File: config.mk
export PLATFORM = sky130hd
export DESIGN_NAME = dt_frame_receiver
export DESIGN_NICKNAME = d
export VERILOG_FILES = /design/src/rtl/dt_conv_pkg.sv /design/src/rtl/stm_sync_edge.sv /design/src/rtl/dt_frame_receiver.sv
export SDC_FILE = /design/constraint.sdc
export NUM_CORES = 1
export LEC_CHECK = 0
export ABC_CLOCK_PERIOD_IN_PS = 7400
export CAP_MARGIN = 10
export CORE_ASPECT_RATIO = 1.75
export CORE_UTILIZATION = 45
export CTS_CLUSTER_SIZE = 16
export DETAILED_ROUTE_END_ITERATION = 10
export MAX_ROUTING_LAYER = met4
export PLACE_DENSITY = 0.64
export REMOVE_ABC_BUFFERS = 1
export SLEW_MARGIN = 10
export SYNTH_ARGS = -nofsm -noshare
export SYNTH_HDL_FRONTEND = slang
export SYNTH_SLANG_ARGS = --single-unit
File: constraint.sdc
create_clock -name c4 -period 7.4 [get_ports c4]
set_clock_uncertainty 0.05 [all_clocks]
set_input_delay 1.48 -clock c4 [delete_from_list [all_inputs] [get_ports c4]]
set_output_delay 1.48 -clock c4 [all_outputs]
set_load 0.01 [all_outputs]
File: src/rtl/dt_conv_pkg.sv
// Shared types and defaults for the DT<->STM converter.
// Frame width default and receive frame-state encoding.
package dt_conv_pkg;

    localparam int DT_FRAME_BITS = 32;

    typedef enum logic [1:0] {
        RX_IDLE,
        RX_SHIFT,
        RX_COMMIT
    } rx_state_t;

endpackage

File: src/rtl/stm_sync_edge.sv
// Synchronises one asynchronous STM input into the c4 domain and flags its edges.
// Latency: level, rise and fall all change together, SYNC_STAGES+1 c4 edges after the input.
module stm_sync_edge #(
    parameter int   SYNC_STAGES = 2,
    parameter logic RST_VAL     = 1'b1
) (
    input  logic c4,
    input  logic reset_in_rg,
    input  logic din,
    output logic level,
    output logic rise,
    output logic fall
);

    logic [SYNC_STAGES-1:0] sync_chain;

    always_ff @(posedge c4 or posedge reset_in_rg) begin
        if (reset_in_rg) begin
            sync_chain <= {SYNC_STAGES{RST_VAL}};
            level      <= RST_VAL;
            rise       <= 1'b0;
            fall       <= 1'b0;
        end else begin
            sync_chain <= {sync_chain[SYNC_STAGES-2:0], din};
            level      <= sync_chain[SYNC_STAGES-1];
            rise       <= sync_chain[SYNC_STAGES-1] & ~level;
            fall       <= ~sync_chain[SYNC_STAGES-1] & level;
        end
    end

endmodule

File: src/rtl/dt_frame_receiver.sv
// DT receive path: one FRAME_BITS word per f0 frame into a hold register, read MSB-first by the STM.
// cpu_int rises two c4 edges after the last data bit; DT_RX_ERR_CNT_EN adds the err_cnt output.
module dt_frame_receiver
    import dt_conv_pkg::*;
#(
    parameter int FRAME_BITS  = DT_FRAME_BITS,
    parameter int SYNC_STAGES = 2
) (
    input  logic       c4,
    input  logic       reset_in_rg,
    input  logic       f0,
    input  logic       data_from_dt,
    input  logic       select,
    input  logic       clk_from_stm,
    output logic       data_to_stm,
    output logic       cpu_int,
`ifdef DT_RX_ERR_CNT_EN
    output logic [7:0] err_cnt,
`endif
    output logic       overrun
);

    localparam int CW = $clog2(FRAME_BITS + 1);
    localparam int IW = $clog2(FRAME_BITS);
    localparam logic [CW-1:0] LAST_BIT = CW'(FRAME_BITS - 1);
    localparam logic [CW-1:0] FULL_CNT = CW'(FRAME_BITS);

    rx_state_t             state;
    logic                  f0_q;
    logic [CW-1:0]         bit_cnt;
    logic [FRAME_BITS-1:0] shift_reg;
    logic [FRAME_BITS-1:0] hold_reg;
    logic [CW-1:0]         rd_ptr;
    logic [CW-1:0]         clk_cnt;

    logic sel_lvl, sel_rise, sel_fall;
    logic clk_fall, unused_clk_lvl, unused_clk_rise;

    logic f0_fall, reading, consume, commit, ovr_set;

    stm_sync_edge #(.SYNC_STAGES(SYNC_STAGES), .RST_VAL(1'b1)) u_sel_sync (
        .c4          (c4),
        .reset_in_rg (reset_in_rg),
        .din         (select),
        .level       (sel_lvl),
        .rise        (sel_rise),
        .fall        (sel_fall)
    );

    stm_sync_edge #(.SYNC_STAGES(SYNC_STAGES), .RST_VAL(1'b1)) u_clk_sync (
        .c4          (c4),
        .reset_in_rg (reset_in_rg),
        .din         (clk_from_stm),
        .level       (unused_clk_lvl),
        .rise        (unused_clk_rise),
        .fall        (clk_fall)
    );

    assign f0_fall = ~f0 & f0_q;
    assign reading = ~sel_lvl;
    assign consume = sel_rise && (clk_cnt == FULL_CNT);
    assign commit  = (state == RX_COMMIT) && !f0_fall;
    // A consuming deselect in the commit cycle frees the hold register, so no word is lost.
    assign ovr_set = commit && (reading || (cpu_int && !consume));

    always_ff @(posedge c4 or posedge reset_in_rg) begin
        if (reset_in_rg) begin
            state     <= RX_IDLE;
            f0_q      <= 1'b1;
            bit_cnt   <= '0;
            shift_reg <= '0;
            hold_reg  <= '0;
            cpu_int   <= 1'b0;
            overrun   <= 1'b0;
        end else begin
            f0_q    <= f0;
            overrun <= ovr_set;
            if (consume)
                cpu_int <= 1'b0;
            if (f0_fall) begin
                state     <= RX_SHIFT;
                bit_cnt   <= '0;
                shift_reg <= '0;
            end else begin
                case (state)
                    RX_IDLE: state <= RX_IDLE;
                    RX_SHIFT: begin
                        shift_reg <= {shift_reg[FRAME_BITS-2:0], data_from_dt};
                        bit_cnt   <= bit_cnt + 1'b1;
                        if (bit_cnt == LAST_BIT)
                            state <= RX_COMMIT;
                    end
                    RX_COMMIT: begin
                        state <= RX_IDLE;
                        if (!reading) begin
                            hold_reg <= shift_reg;
                            cpu_int  <= 1'b1;
                        end
                    end
                    default: state <= RX_IDLE;
                endcase
            end
        end
    end

    // The pointer parks on the MSB while deselected, so a new read never shows a stale bit.
    always_ff @(posedge c4 or posedge reset_in_rg) begin
        if (reset_in_rg) begin
            rd_ptr      <= LAST_BIT;
            clk_cnt     <= '0;
            data_to_stm <= 1'b0;
        end else begin
            if (sel_lvl)
                rd_ptr <= LAST_BIT;
            else if (clk_fall && rd_ptr != '0)
                rd_ptr <= rd_ptr - 1'b1;

            if (sel_fall)
                clk_cnt <= '0;
            else if (reading && clk_fall && clk_cnt != FULL_CNT)
                clk_cnt <= clk_cnt + 1'b1;

            data_to_stm <= sel_lvl ? 1'b0 : hold_reg[rd_ptr[IW-1:0]];
        end
    end

`ifdef DT_RX_ERR_CNT_EN
    logic [1:0] err_inc;
    logic [8:0] err_sum;

    assign err_inc = {1'b0, (f0_fall && state == RX_SHIFT)} + {1'b0, ovr_set};
    assign err_sum = {1'b0, err_cnt} + {7'd0, err_inc};

    always_ff @(posedge c4 or posedge reset_in_rg) begin
        if (reset_in_rg)
            err_cnt <= 8'd0;
        else
            err_cnt <= err_sum[8] ? 8'hFF : err_sum[7:0];
    end
`endif

endmodule

**After elaboration in Yosys (flattened, before gate mapping)**

Index checks and enable logic that the tools add are counted.
W data, S select, Z words.

- Bitwise logic cells: 9
- Reductions and logical operators: 15
- $lt $le $gt $ge: 1
- Equal/unequal tests: 6
- $add $sub $neg: 3
- Muxes and demuxes: 18

Operators by type and width:

| cell | count |
|---|---|
| $mux W32 | 2 |
| $mux W6 | 6 |
| $add A6 B1 Y6 const B | 2 |
| $logic_and A1 B1 Y1 | 7 |
| $eq A6 B5 Y1 const B | 1 |
| $eq A6 B6 Y1 const B | 1 |
| $lt A5 B6 Y1 const B | 1 |
| $mux W1 | 6 |
| $mux W2 | 3 |
| $ne A6 B6 Y1 const B | 1 |
| $reduce_bool A2 Y1 | 3 |
| $reduce_bool A6 Y1 | 1 |
| $sub A6 B1 Y6 const B | 1 |
| $bmux W1 S5 | 1 |
| $not A1 Y1 | 5 |
| $and A1 B1 Y1 | 4 |
| $ne A3 B3 Y1 const B | 1 |
| $reduce_and A3 Y1 | 1 |
| $eq A2 B1 Y1 const B | 1 |
| $eq A2 B2 Y1 const B | 1 |
| $logic_not A1 Y1 | 2 |
| $logic_or A1 B1 Y1 | 1 |

- Bits in registers: 97
- Logic and storage cells: 69
- Bits of input ports: 6

**Longest topological paths before layout**

- Depth after elaboration: 6
- Mapped depth: 8

**Modules after synthesis**

A second synthesis with hierarchy kept.

- Cells, all modules: 362
- Area total of the unflattened synthesis: 4189.0 µm²

Modules (own cells, without submodules):

| module | instances | sequential area each (µm²) | area an instance (µm²) | cells an instance |
|---|---|---|---|---|
| dt_frame_receiver | 1 | 2209.6 | 3893.7 | 346 |
| stm_sync_edge | 2 | 128.9 | 147.6 | 8 |

**Worst setup path after synthesis**

OpenSTA, ideal clock, no wires.

- Path kind: in2reg
- Start: input port f0
- End: register hold_reg[10]
- Library setup time: 0.125 ns
- Path buffers: 2
- Arrival time: 2.506 ns
- Setup slack: 4.719 ns
- Stages: 6
- Cell sequence: nor2b_1 > clkbuf_1 > nor3b_1 > nand2_1 > buf_2 > mux2_2

- Cells in the longest elaborated chain, start to end: 4

RTL lines:

| item | line | text |
|---|---|---|
| start: declaration | dt_frame_receiver.sv:11 | `input logic f0,` |
| $not A1 Y1 | dt_frame_receiver.sv:59 | `assign f0_fall = ~f0 & f0_q;` |
| $and A1 B1 Y1 | dt_frame_receiver.sv:59 |  |
| $not A1 Y1 (no line) | -- |  |
| $reduce_and A3 Y1 (no line) | -- |  |
| end signal: assignment | dt_frame_receiver.sv:96 | `hold_reg <= shift_reg;` |
| end: declaration | dt_frame_receiver.sv:32 | `logic [FRAME_BITS-1:0] hold_reg;` |

Every way passes these cells.
A chain may end at the register's enable or synchronous reset.

**Final worst setup path**

- Start: input port f0
- End: register hold_reg[27]

Same word-level chain as after synthesis.

==> impl_metrics.json <==
{
  "rsz0062_at_grt": "no",
  "antenna_left": 0,
  "syn_avg_cell_area_um2": 11.5,
  "syn_inst": 361,
  "worst_ep_arrival_time_ps": 3410,
  "ctsLongestPathBuffers": 2,
  "vias_per_cell": 5.31,
  "chipWidth_um": 74.7,
  "worstSkewPairLatency_ps": 340,
  "boundaryPins": 9,
  "endpoint_kind": "flop",
  "syn_area_mm2": 0.00416,
  "internal_power_w": 0.000897,
  "yosysSeqAreaShare_pct": 58.7,
  "postCtsSetupRepairBufs": 0,
  "synth_edf_count": 0,
  "outcome": "finished clean",
  "p_switching_w": 0.000231,
  "async_reset_ff_share_pct": 100,
  "cts_tree": "built",
  "die_h_um": 129,
  "slew_viol_final": 0,
  "insertedDiodeCount": 0,
  "wl_per_cell_um": 14.7,
  "clkTransAtPathRegs_ps": 60,
  "setup_violations": 0,
  "antenna_found_initial": 0,
  "wl_mm": 7.17,
  "crit_path_max_fanout": 41,
  "layout_commonest_cell": "dfrtp_1",
  "p_per_area_mw_per_mm2": 241,
  "post-route-cell-area_mm2": 0.00468,
  "grt_usage_pct": 17.2,
  "setup_tns_ps": 0,
  "cts.sinks": 97,
  "ys.flop_type": "dfrtp_1",
  "ys_warn_count": 0,
  "die_area_mm2": 0.00965,
  "finalNetCount": 375,
  "initial_utilization_pct": 46.0,
  "cts_root_buf": "clkbuf_16",
  "htreeDepth": 3,
  "gp_congestion": 0.719,
  "cts_hold_buf": 0,
  "place_area_mm2": 0.00434,
  "clkPwrFrac_pct": 44.7,
  "max-cap-violations": 0,
  "finalHoldViolCount": 0,
  "ys_seq_elements": 97,
  "seq_power_share_pct": 50.6,
  "peakVddDrop_mv": 0.114,
  "synth_cell_type_count": 38,
  "cts_buffers": 9,
  "fin_crit_ps": 3240,
  "port_buffers": 8,
  "final_cell_mix": "dfrtp_1 (85), nand2_1 (71), a21oi_1 (33)",
  "worstPathRequired_ps": 7570,
  "num_rows": 46,
  "drive_gt1_share_pct": 18.2,
  "drtIter0Drc": 118,
  "coreArea_mm2": 0.00904,
  "drtPass1Iterations": 4,
  "dp_hpwl_mm": 4.72,
  "slew_headroom_pct": 43.3,
  "holdCritPathClass": "flop to flop",
  "fmaxAchievable_mhz": 309,
  "swShare_pct": 20.5,
  "dr_total_vias": 2599,
  "share_comb_of_total_power_pct": 4.6,
  "drc": 0,
  "period_share_pct": 43.7,
  "start_kind": "primary input",
  "grt_pass1_wl_mm": 12.0,
  "grt_pass1_vias": 2616,
  "criticalPathCategory": "primary input to flop",
  "cts_resized": 0,
  "max_slew.worst_pin.slew_ps": 850,
  "power.leakage_nw": 2.18,
  "whs_ps": 306,
  "syn_to_final_growth_pct": 12.4,
  "grt_overflow_total": 0,
  "grt_max_degree": 69
}
[per-layer routing]
metal  wire, µm  vias to the layer above  global-route usage [%]
met3        125                       14                    3.81
met2       3880                       23                    29.7
met1       2980                     1324                    18.0
met5          0                        -                       -
met4        182                        0                    8.21
li1           -                     1238                       -
[cells by family after synthesis]
logic type      Yosys count  synth area share [%]
compound gates           52                  7.52
xor+xnor                 14                  2.95
fa+ha+maj                 5                  1.50
buf+inv                  29                  2.95
flops                    97                  58.7
mux                      45                  13.4
simple gates            119                  13.0
[cell usage after synthesis (all sizes together), types with 4 or more instances]
master | count | share of area (%)
dfrtp | 85 | 51
nand2 | 71 | 6.4
a21oi | 33 | 4.0
mux2 | 32 | 8.7
clkbuf | 15 | 1.4
nor2 | 15 | 1.4
dfstp | 12 | 7.6
mux2i | 9 | 2.2
xor2 | 9 | 1.9
inv | 8 | 0.72
nor2b | 8 | 1.2
buf | 6 | 0.87
ha | 5 | 1.5
nand2b | 5 | 0.75
nand4 | 5 | 0.75
xnor2 | 5 | 1.1
mux4 | 4 | 2.5
[stage by stage]
| stage | util (%) | power (W) | setup slack (ps) | instances |
|---|---|---|---|---|
| floorplan | - | 0.000615 | 3070 | 340 |
| global placement | 48.0 | 0.000633 | 3850 | 473 |
| detailed placement | 48.0 | 0.000635 | 3800 | 473 |
| CTS | 51.7 | 0.00114 | 4160 | 489 |
| global route | 51.7 | 0.00117 | 4070 | 489 |
| finish | 51.7 | 0.00113 | 4160 | 489 |
[path summary, 6_finish.rpt]
| kind | from | end | slack, ps | cells after the start |
|---|---|---|---|---|
| setup / recovery | f0 | hold_reg[27] | 4160 | 7 |
| setup reg to reg | rd_ptr[0] | data_to_stm | 5180 | 4 |
| min in group asynchronous | reset_in_rg | shift_reg[0] | 1420 | 2 |
| hold reg to reg | u_sel_sync.sync_chain[0] | u_sel_sync.sync_chain[1] | 310 | 0 |
| hold / removal | u_sel_sync.sync_chain[0] | u_sel_sync.sync_chain[1] | 310 | 0 |
| max in group asynchronous | reset_in_rg | hold_reg[31] | 4700 | 3 |
[power by group through the flow]
stage	clock network [W]	logic, W	registers [W]
global route	0.000537	0.0000615	0.000574
detailed placement	0	0.0000536	0.000581
finish	0.000504	0.0000523	0.000571
CTS	0.000519	0.0000540	0.000572
floorplan	0	0.0000400	0.000575
global placement	0	0.0000522	0.000580
[critical path: stages]
cell	delay [ps]
clkdlybuf4s50_1	430
nor2b_2	110
buf_4	380
nor3b_1	120
nand2_1	90
buf_4	370
mux2_2	390
[final cells by class]
class / count / area (µm²)
fillers: 834 / 4360
multi-input cells: 235 / 1600
clock buffers: 14 / 274
repair buffers: 13 / 118
inverters: 8 / 32.5
well taps: 120 / 150
flip-flops and latches: 97 / 2440
clock inverters: 2 / 60.1
Power figures use the tool's default switching activity.
